<file path="src/rtl/if_fetch_stage.sv">
// Instruction fetch stage: owns the fetch PC, issues one-at-a-time imem requests
// under a buffer-credit rule and queues {inst, pc} toward decode.
module if_fetch_stage #(
  parameter logic [31:0] RESET_PC    = 32'h0000_0000,
  parameter logic [31:0] TRAP_VECTOR = 32'h0000_0004,
  parameter int unsigned DEPTH       = 2
) (
  input  logic        clk,
  input  logic        rst_n,
  output logic        imem_req,
  output logic [31:0] imem_addr,
  input  logic        imem_gnt,
  input  logic        imem_rvalid,
  input  logic [31:0] imem_rdata,
  input  logic [1:0]  next_pc_sel,
  input  logic [31:0] jump_addr,
  output logic        id_valid,
  input  logic        id_ready,
  output logic [31:0] id_inst,
  output logic [31:0] id_pc
);
  localparam int unsigned AW  = (DEPTH > 1) ? $clog2(DEPTH) : 1;
  localparam logic [31:0] NOP = 32'h0000_0013;

  localparam logic [1:0] S_IDLE = 2'd0;
  localparam logic [1:0] S_REQ  = 2'd1;
  localparam logic [1:0] S_RESP = 2'd2;

  logic [1:0]    state_q, state_d;
  logic [31:0]   fpc_q, fpc_d;
  logic [31:0]   addr_q, addr_d;
  logic [31:0]   opc_q, opc_d;
  logic          req_q, req_d;
  logic          out_q, out_d;
  logic          disc_q, disc_d;
  logic [AW-1:0] rd_q, rd_d, wr_q, wr_d;
  logic [AW:0]   cnt_q, cnt_d;

  logic [31:0] inst_mem [DEPTH];
  logic [31:0] pc_mem   [DEPTH];

  logic          redir, push, pop, credit;
  logic [31:0]   tgt;
  logic [AW+1:0] used;

  assign redir  = (next_pc_sel != 2'b00);
  assign tgt    = next_pc_sel[1] ? (TRAP_VECTOR & ~32'h3) : (jump_addr & ~32'h3);
  assign used   = (AW+2)'(cnt_q) + (AW+2)'(out_q);
  assign credit = (used < (AW+2)'(DEPTH));
  assign pop    = (cnt_q != '0) && id_ready;

  always_comb begin
    state_d = state_q;
    fpc_d   = fpc_q;
    addr_d  = addr_q;
    opc_d   = opc_q;
    req_d   = req_q;
    out_d   = out_q;
    disc_d  = disc_q;
    push    = 1'b0;

    if (redir) fpc_d = tgt;

    case (state_q)
      S_IDLE: begin
        // A redirect flushes the buffer, so credit is guaranteed; fetch the target at once.
        if (redir || credit) begin
          req_d   = 1'b1;
          addr_d  = redir ? tgt : fpc_q;
          state_d = S_REQ;
        end
      end
      S_REQ: begin
        // Address stays put until granted; a redirect only marks the response stale.
        if (redir) disc_d = 1'b1;
        if (imem_gnt) begin
          req_d   = 1'b0;
          out_d   = 1'b1;
          opc_d   = addr_q;
          state_d = S_RESP;
          if (!redir && !disc_q) fpc_d = fpc_q + 32'd4;
        end
      end
      S_RESP: begin
        if (redir) disc_d = 1'b1;
        if (imem_rvalid && out_q) begin
          push    = !redir && !disc_q;
          disc_d  = 1'b0;
          out_d   = 1'b0;
          state_d = S_IDLE;
        end
      end
      default: state_d = S_IDLE;
    endcase
  end

  always_comb begin
    rd_d  = rd_q;
    wr_d  = wr_q;
    cnt_d = cnt_q;
    if (redir) begin
      rd_d  = '0;
      wr_d  = '0;
      cnt_d = '0;
    end else begin
      if (push) wr_d = wr_q + 1'b1;
      if (pop)  rd_d = rd_q + 1'b1;
      case ({push, pop})
        2'b10:   cnt_d = cnt_q + 1'b1;
        2'b01:   cnt_d = cnt_q - 1'b1;
        default: cnt_d = cnt_q;
      endcase
    end
  end

  always_ff @(posedge clk or negedge rst_n) begin
    if (!rst_n) begin
      state_q <= S_IDLE;
      fpc_q   <= RESET_PC;
      addr_q  <= RESET_PC;
      opc_q   <= '0;
      req_q   <= 1'b0;
      out_q   <= 1'b0;
      disc_q  <= 1'b0;
      rd_q    <= '0;
      wr_q    <= '0;
      cnt_q   <= '0;
    end else begin
      state_q <= state_d;
      fpc_q   <= fpc_d;
      addr_q  <= addr_d;
      opc_q   <= opc_d;
      req_q   <= req_d;
      out_q   <= out_d;
      disc_q  <= disc_d;
      rd_q    <= rd_d;
      wr_q    <= wr_d;
      cnt_q   <= cnt_d;
    end
  end

  // Payload storage needs no reset: entries are only read while counted valid.
  always_ff @(posedge clk) begin
    if (push) begin
      inst_mem[wr_q] <= imem_rdata;
      pc_mem[wr_q]   <= opc_q;
    end
  end

  assign imem_req  = req_q;
  assign imem_addr = addr_q;
  assign id_valid  = (cnt_q != '0);
  assign id_inst   = id_valid ? inst_mem[rd_q] : NOP;
  assign id_pc     = id_valid ? pc_mem[rd_q]   : 32'h0;

endmodule
</file>
<file path="config.mk">
export PLATFORM = sky130hd
export DESIGN_NAME = if_fetch_stage
export DESIGN_NICKNAME = d
export VERILOG_FILES = /design/src/rtl/if_fetch_stage.sv
export SDC_FILE = /design/constraint.sdc
export NUM_CORES = 1
export LEC_CHECK = 0
export ABC_AREA = 1
export CAP_MARGIN = 20
export CELL_PAD_IN_SITES_DETAIL_PLACEMENT = 1
export CELL_PAD_IN_SITES_GLOBAL_PLACEMENT = 2
export CORE_MARGIN = 2
export CORE_UTILIZATION = 30
export CTS_CLUSTER_DIAMETER = 40
export DETAILED_ROUTE_END_ITERATION = 8
export PLACE_DENSITY = 0.79
export SYNTH_ARGS = -nofsm -noshare
export SYNTH_HDL_FRONTEND = slang
export SYNTH_SLANG_ARGS = --single-unit
</file>
<file path="constraint.sdc">
create_clock -name clk -period 9.28 [get_ports clk]
set_clock_uncertainty 0.1 [all_clocks]
set_input_delay 1.856 -clock clk [delete_from_list [all_inputs] [get_ports clk]]
set_output_delay 1.856 -clock clk [all_outputs]
set_load 0.01 [all_outputs]
</file>
==> run summary, run 1 <==
Outcome: finished clean
First-pass GRT wire length: 46.6 mm
Post-CTS Setup Repair Bufs: 0
Critical path arrival: 2.71 ns
Placer Congestion: 0.799
Top post-synthesis cells by count: nand2_1, edfxtp_1, dfrtp_1
H-tree lvl count: 1
DR vias/cell: 4.61
Mapped Cells: 1073
Final Non-Filler Cells: 1709
Sequential fraction of the synthesis area: 64.2%
Part of the cycle the worst path needs: 50.3%
Area Growth Syn to Fin: 31.4%
CTS Buf Count: 31
Initial Util: 30.3%
Kind of critical path: reg -> out
Die Width: 187 um
Final Critical Period: 4.67 ns
Nets: 1313
Post-DP HPWL: 20.0 mm
Total Wirelength: 29.5 mm
Row cnt: 67
CTS tree: done
Buf/Inv on CP: 3
Via count: 7879
Synth top area share: 38.1%
Placed Cells: 1650
Die Area: 0.0351 mm2
Residual DRC count: 0
DR iter-0 viols: 341
#FFs+latches synth: 233
Largest net degree at the start of global routing: 65
Netlist cell types: 27
Share of layout cells above drive strength 1: 6.26%
Hold Path Class: reg -> reg
Leakage: 5.30 nW
Syn Nets: 1150
Area of the mapped netlist: 0.0101 mm2
Tot Pwr: 3.22 mW
Syn avg cell area: 9.39 um2
CTS clk-pin slew, worst paths: 0.06 ns
Worst path max stage delay: 0.61 ns
EDFF count, synth: 128
Clock Tree Buf Depth: 3
Worst-Margin Slew: 0.908 ns
Worst-path fanout max: 48
# resized after CTS: 0
Antenna diodes: 0
Number of nets with antenna violations after routing: 0
Final hold viol count: 0
Top Ports: 169
Synth area leader: edfxtp_1
Initial antenna violation count: 0
Slew Limit Fails: 0
DRT Pass-1 Iters: 4
Root Driver: clkbuf_16
Fmax: 214 MHz
Vert. Die Dim: 187 um
Max Cap Violations: 0
Most common cell in the netlist: nand2_1
DP Area: 0.0122 mm2
Critical-path cell list: inv_2 > buf_4 > nand2_1 > a21oi_1 > clkdlybuf4s50_1
Setup TNS: 0 ns
Setup-failing EPs final: 0
Final Util: 39.8%
Post-Layout Inst Area: 0.0132 mm2
I/O Buffers: 166
Crit path max-delay family: buffers and inverters
CP max stage cell: clkdlybuf4s50_1
Fill count: 3799
Top FF cell, synth: edfxtp_1
Synth warn: 0
DR WL/cell: 17.2 um
Hold buffers post-CTS: 0
Worst-Skew Late Latency: 0.56 ns
All-Layer GR Usage: 16.7%
Startpoint Class: register
FFs w/ async S/R, synth: 45.1%
CTS sink cnt: 233
Pwr per Cell Area: 243 mW/mm2
Slew margin rel.: 39.5%
Req. time, crit path: 7.32 ns
RSZ-0062 raised after global routing: no
Core region area: 0.0333 mm2
Total grt overflow: 0
Vias in the first global route: 8379
Top cells by area, synth: edfxtp_1, dfrtp_1, nand2_1
Setup crit end kind: output port
Worst VDD drop: 0.000129 V
[cell type report]
class | instances | area, um2 | area share [%]
clock inverters | 19 | 201 | 1.52
repair buffers | 176 | 1750 | 13.3
inverters | 81 | 304 | 2.30
well taps | 448 | 561 | 4.23
flip-flops and latches | 233 | 6470 | 48.9
multi-input cells | 713 | 3120 | 23.6
clock buffers | 39 | 826 | 6.24
[report_power, final]
part	leakage, nW	internal [mW]	switching, mW
Combinational	2.26	0.278	0.345
Sequential	2.54	1.27	0.143
Clock	0.500	0.701	0.474
[registers in the layout (all words and copies together) (netlist names)]
name / count
state_q: 2
disc_q: 1
inst_mem: 64
wr_q: 1
cnt_q: 2
fpc_q: 32
opc_q: 32
imem_addr: 32
out_q: 1
pc_mem: 64
rd_q: 1
imem_req: 1
[per-stage QoR]
step | hold slack (ns) | setup WS [ns]
floorplan | 0.342 | 3.76
global placement | 0.351 | 4.29
detailed placement | 0.356 | 4.27
CTS | 0.373 | 4.52
global route | 0.384 | 4.39
finish | 0.374 | 4.61
[layer usage]
layer | vias to the layer above | share of wire (%) | GRT usage [%]
li1 | 3836 | - | -
met1 | 3852 | 46 | 22.4
met2 | 164 | 48 | 28.8
met3 | 27 | 4.4 | 2.51
met4 | 0 | 1.6 | 3.60
met5 | - | 0 | 0
[path summary, 6_finish.rpt]
check,start,to,slack (ns),cells after the start
worst min-delay path,opc_q[14]$_DFFE_PN0P_,pc_mem[0][14]$_DFFE_PP_,0.37,0
worst min register to register,opc_q[14]$_DFFE_PN0P_,pc_mem[0][14]$_DFFE_PP_,0.37,0
worst max register to register,state_q[0]$_DFFE_PN0P_,pc_mem[1][17]$_DFFE_PP_,6.32,7
worst max-delay path,rd_q$_DFFE_PN0P_,id_pc[24],4.61,5
max in group asynchronous,rst_n,rd_q$_DFFE_PN0P_,6.47,2
min in group asynchronous,rst_n,fpc_q[2]$_DFF_PN0_,1.24,1
[placed cells by master, fill, tap and decap left out, types with 7 or more instances in the layout]
| cell | n |
|---|---|
| nand3_1 | 65 |
| dfrtp_1 | 104 |
| nor2_1 | 58 |
| clkdlybuf4s50_1 | 165 |
| clkbuf_16 | 31 |
| inv_1 | 75 |
| a21oi_1 | 66 |
| edfxtp_1 | 128 |
| buf_4 | 10 |
| a31oi_1 | 7 |
| inv_6 | 8 |
| o21ai_0 | 62 |
| o21ai_1 | 11 |
| nand2_1 | 412 |
| xor2_1 | 8 |
[kinds of logic (layout without fill, tap and decap cells)]
group / after synthesis / in the layout / share of synthesized area (%)
and+or+nand+nor: 551 / 551 / 21.9
DFF: 233 / 233 / 64.2
AOI/OAI and AO/OA: 148 / 148 / 7.49
buffers and inverters: 127 / 315 / 4.99
xor gates and xnor gates: 8 / 8 / 0.695
adders and majority gates: 6 / 6 / 0.745
No activity file was read; power rests on OpenSTA's default activity.
==> run 2, diff against run 1 <==
Clock period 9.28 ns to 4.7 ns, I/O delays scaled along.
==> run 2 against run 1 <==
Effect of this change: power increased by 120%; combinational power increased by 97%; register-to-register slack got worse by 4.1 ns; critical endpoint is now id_inst[22]; largest power group is now the clock network.
==> run summary, run 2 (same netlist as run 1, synthesis figures left out) <==
All-Layer GR Usage: 16.9% (+0.19 points)
Kind of critical path: reg -> out
Part of the cycle the worst path needs: 79.8%
Die Area: 0.0351 mm2 (unchanged)
Area Growth Syn to Fin: 34.7%
Final Util: 40.8% (+1.0 points)
Residual DRC count: 0 (unchanged)
Vias in the first global route: 8277 (-1.2%)
Worst path max stage delay: 0.57 ns (-0.04 ns)
Switching portion of total power: 28.6% (-1.3 points)
Slew Limit Fails: 0 (unchanged)
Clock Power Share: 42.1% (+5.6 points)
Startpoint Class: register
CP max stage cell: clkdlybuf4s50_1
Largest registers: inst_mem (64), pc_mem (64)
Core region area: 0.0333 mm2 (unchanged)
Final Critical Period: 3.75 ns
Combinational share of power: 17.6% (-1.8 points)
Top Ports: 169 (unchanged)
Antenna diodes: 0 (unchanged)
Initial antenna violation count: 0 (unchanged)
# resized after CTS: 0 (unchanged)
Largest net degree at the start of global routing: 65 (unchanged)
Worst-Skew Late Latency: 0.51 ns (-0.05 ns)
DR vias/cell: 4.55 (-1.3%)
Worst-Margin Slew: 1.03 ns (+0.123 ns)
Nets: 1321 (+0.61%)
Share of layout cells above drive strength 1: 7.46% (+1.2 points)
Max Cap Violations: 0 (unchanged)
Critical-path cell list: inv_2 > buf_4 > nand2_1 > a21oi_1 > clkdlybuf4s50_1
Most frequent cells in the layout: nand2_1, clkdlybuf4s50_1, edfxtp_1, dfrtp_1, inv_1
H-tree lvl count: 2 (+1)
Worst VDD drop: 0.000260 V (+100%)
Setup-failing EPs final: 0 (unchanged)
Fmax: 267 MHz
Clock Tree Buf Depth: 3 (unchanged)
Req. time, crit path: 3.66 ns (-3.66 ns)
Outcome: finished clean
Commonest non-fill, non-tap cell in the layout: nand2_1
Critical path arrival: 2.71 ns (about the same)
DRT met1 WL: 13.6 mm (+0.62%)
Setup crit end kind: output port
Placer Congestion: 0.806 (+0.94%)
DRT Pass-1 Iters: 6 (+2)
Row cnt: 67 (unchanged)
Post-DP HPWL: 20.3 mm (+1.3%)
Root Driver: clkbuf_16
CTS Buf Count: 37 (+19%)
Worst-path fanout max: 35 (-27%)
Vert. Die Dim: 187 um (unchanged)
Net switching power: 1.99 mW (+110%)
Total grt overflow: 0 (unchanged)
RSZ-0062 raised after global routing: no
DR WL/cell: 17.2 um (-0.38%)
Uppermost layer routed: met4
Slew margin rel.: 31.2% (-8.3 points)
First-pass GRT wire length: 47.1 mm (+1.1%)
Post-CTS Setup Repair Bufs: 0 (unchanged)
Share of power burned in registers: 40.3% (-3.8 points)
CTS tree: done
Die Width: 187 um (unchanged)
R2R Setup Slk: 2.23 ns (-4.09 ns)
DR iter-0 viols: 379 (+11%)
CTS sink cnt: 233 (unchanged)
Hold Path Class: in -> async
Final hold viol count: 0 (unchanged)
Leakage: 5.46 nW (+3.0%)
Number of nets with antenna violations after routing: 0 (unchanged)
Hold buffers post-CTS: 0 (unchanged)
Total Wirelength: 29.6 mm (+0.32%)
I/O Buffers: 166 (unchanged)
Pwr per Cell Area: 513 mW/mm2 (+110%)
Setup TNS: 0 ns (unchanged)
CTS clk-pin slew, worst paths: 0.06 ns (about the same)
Internal power: 4.97 mW (+120%)
Met3 WL: 1.37 mm (+5.1%)
Via count: 7833 (-0.58%)
Met2 wire len: 14.1 mm (-0.66%)
Initial Util: 30.3% (unchanged)
## run 2: cell type report
class / instances / area, um2
well taps: 448 / 561
flip-flops and latches: 233 / 6470
clock inverters: 27 / 385
inverters: 81 / 304
repair buffers: 178 / 1770
multi-input cells: 713 / 3120
fillers: 3740 / 19700
clock buffers: 41 / 962
## run 2: power by group through the flow
stage	registers (mW)	logic, mW	clock network [mW]
floorplan	2.79	0.583	0
global placement	2.83	1.21	0
detailed placement	2.85	1.24	0
CTS	2.81	1.25	3.00
global route	2.84	1.38	3.08
finish	2.81	1.23	2.94
## run 2: critical path: cells and delay by family (launching register included)
kind	cells	cell delay, ns
AOI/OAI and AO/OA	1	0.18
and+or+nand+nor	1	0.09
buffers and inverters	3	1.50
DFF	1	0.40
## run 2: path summary, 6_finish.rpt
| kind | cells past startpoint | end | start |
|---|---|---|---|
| max | 5 | id_inst[22] | rd_q$_DFFE_PN0P_ |
| max in group asynchronous | 2 | rd_q$_DFFE_PN0P_ | rst_n |
| min reg2reg | 0 | pc_mem[0][17]$_DFFE_PP_ | opc_q[17]$_DFFE_PN0P_ |
| max reg2reg | 6 | opc_q[4]$_DFFE_PN0P_ | state_q[1]$_DFFE_PN0P_ |
| min | 1 | opc_q[2]$_DFFE_PN0P_ | rst_n |
| min in group clk | 0 | pc_mem[0][17]$_DFFE_PP_ | opc_q[17]$_DFFE_PN0P_ |
## run 2: per-layer routing
metal  GRT usage (%)  up-vias
li1                -     3856
met3            2.96       37
met2            28.2      164
met4            4.09        0
met1            23.0     3776
met5               0        -
## run 2: through the flow
stage          hold slack [ns]  power [mW]  worst slack [ns]  std cells  cell area [um2]
6_report                 0.307        6.97             0.948       1721            13600
2_1_floorplan            0.342        3.37            0.0952       1073            10100
3_3_place_gp             0.349        4.04              1.27       1653            12200
3_5_place_dp             0.359        4.09              1.26       1653            12200
4_1_cts                  0.306        7.06             0.859       1721            13600
5_1_grt                  0.334        7.31             0.709       1721            13600
==> run 3, diff against run 2 <==
Clock period 4.7 ns to 3.5 ns, I/O delays scaled along.
==> run 3 against run 2 <==
Effect of this change: hold slack lost 0.15 ns; register-to-register slack lost 0.96 ns; clock-buffer cell count shrank 1; largest cell class unchanged; worst setup slack worse by 0.68 ns; die area is the same; combinational power rose by 36%.
==> run summary, run 3 (same netlist as run 1, synthesis figures left out) <==
Outcome: finished clean
Commonest non-fill, non-tap cell in the layout: nand2_1
Root Driver: clkbuf_16
Total Wirelength: 29.3 mm (-1.0%)
Post-CTS Setup Repair Bufs: 0 (unchanged)
Worst-Margin Slew: 0.726 ns (-0.305 ns)
Most frequent cells in the layout: nand2_1, clkdlybuf4s50_1, edfxtp_1, dfrtp_1, inv_1
Largest net degree at the start of global routing: 65 (unchanged)
Final Util: 40.8% (about the same)
Number of nets with antenna violations after routing: 0 (unchanged)
Tot Pwr: 9.22 mW (+32%)
Residual DRC count: 0 (unchanged)
CP max stage cell: clkdlybuf4s50_1
Worst Slack Setup Final: 0.267 ns (-0.681 ns)
Kind of critical path: reg -> out
Max Cap Violations: 0 (unchanged)
Via count: 7975 (+1.8%)
Top Ports: 169 (unchanged)
Die Width: 187 um (unchanged)
Hold buffers post-CTS: 0 (unchanged)
Buf/Inv on CP: 2 (-1)
CTS clk-pin slew, worst paths: 0.06 ns (about the same)
Setup TNS: 0 ns (unchanged)
Slew margin rel.: 51.6% (+20 points)
Initial Util: 30.3% (unchanged)
Critical-path cell list: buf_4 > nand2_1 > a21oi_1 > clkdlybuf4s50_1
Hold_ws: 0.155 ns (-0.153 ns)
Post-DP HPWL: 20.4 mm (+0.44%)
Part of the cycle the worst path needs: 92.4%
RSZ-0062 raised after global routing: no
Placer Congestion: 0.807 (about the same)
Nets: 1325 (+0.30%)
DR WL/cell: 17.0 um (-1.2%)
Area Growth Syn to Fin: 34.9% (about the same)
Clock Tree Buf Depth: 3 (unchanged)
All-Layer GR Usage: 16.7% (-0.21 points)
Hold Path Class: in -> async
Pwr per Cell Area: 679 mW/mm2 (+32%)
R2R Setup Slk: 1.27 ns (-0.96 ns)
Core region area: 0.0333 mm2 (unchanged)
Setup-failing EPs final: 0 (unchanged)
Worst-Skew Late Latency: 0.51 ns (about the same)
Die Area: 0.0351 mm2 (unchanged)
DR iter-0 viols: 353 (-6.9%)
Antenna diodes: 0 (unchanged)
Fmax: 309 MHz
Vias in the first global route: 8349 (+0.87%)
WP depth: 4 (-1)
Worst R2R End: pc_mem[1][11]$_DFFE_PP_
Share of layout cells above drive strength 1: 7.76% (+0.30 points)
Worst VDD drop: 0.000386 V (+48%)
CTS Buf Count: 37 (unchanged)
CTS sink cnt: 233 (unchanged)
Worst r2r path cells: 7 (+1)
Startpoint Class: register
Largest registers: inst_mem (64), pc_mem (64)
# resized after CTS: 0 (unchanged)
Crit path max-delay family: buffers and inverters
Worst-path fanout max: 64 (+83%)
H-tree lvl count: 2 (unchanged)
DR vias/cell: 4.63 (+1.6%)
Row cnt: 67 (unchanged)
I/O Buffers: 166 (unchanged)
CTS tree: done
DRT Pass-1 Iters: 4 (-2)
Total grt overflow: 0 (unchanged)
First-pass GRT wire length: 46.4 mm (-1.6%)
Initial antenna violation count: 1 (+1)
Worst path max stage delay: 0.58 ns (about the same)
Reg-to-reg startpoint: state_q[0]$_DFFE_PN0P_
Vert. Die Dim: 187 um (unchanged)
Leakage: 5.47 nW (about the same)
Setup slack at placement: 0.529 ns (-0.736 ns)
Slew Limit Fails: 0 (unchanged)
Req. time, crit path: 2.70 ns (-0.96 ns)
Fill count: 3783 (+1.1%)
Critical path arrival: 2.43 ns (-0.28 ns)
Setup crit end kind: output port
Final Critical Period: 3.23 ns
Final hold viol count: 0 (unchanged)
run 3: worst max path at each step:
stage	startpoint	end	slack (ns)
global placement	next_pc_sel[0]	pc_mem[1][7]$_DFFE_PP_	0.56
floorplan	next_pc_sel[0]	inst_mem[1][0]$_DFFE_PP_	0.19
finish	rd_q$_DFFE_PN0P_	id_pc[8]	0.27
CTS	rd_q$_DFFE_PN0P_	id_pc[0]	0.23
global route	rd_q$_DFFE_PN0P_	id_pc[0]	0.11
detailed placement	next_pc_sel[0]	pc_mem[0][3]$_DFFE_PP_	0.53
run 3: stage by stage:
step	cell area, um2	std cells
6_report	13600	1724
5_1_grt	13600	1724
4_1_cts	13600	1724
3_5_place_dp	12300	1657
3_3_place_gp	12300	1657
2_1_floorplan	10100	1073
run 3: routing by layer:
metal | up-vias | global-route usage, % | share of wire [%]
li1 | 3878 | - | -
met1 | 3858 | 22.1 | 45
met2 | 189 | 28.0 | 47
met3 | 48 | 2.96 | 5.5
met4 | 2 | 5.10 | 2.4
met5 | - | 0 | 0.044
run 3: final cells by class:
class,count,area (um2),area share [%]
clock buffers,40,947,6.97
clock inverters,27,345,2.54
inverters,81,304,2.24
multi-input cells,713,3120,22.9
flip-flops and latches,233,6470,47.6
well taps,448,561,4.12
repair buffers,182,1840,13.6
run 3: power breakdown:
group | internal (mW) | switching, mW
sequential | 3.38 | 0.394
clock | 2.38 | 1.40
combinational | 0.758 | 0.910
total | 6.52 | 2.70
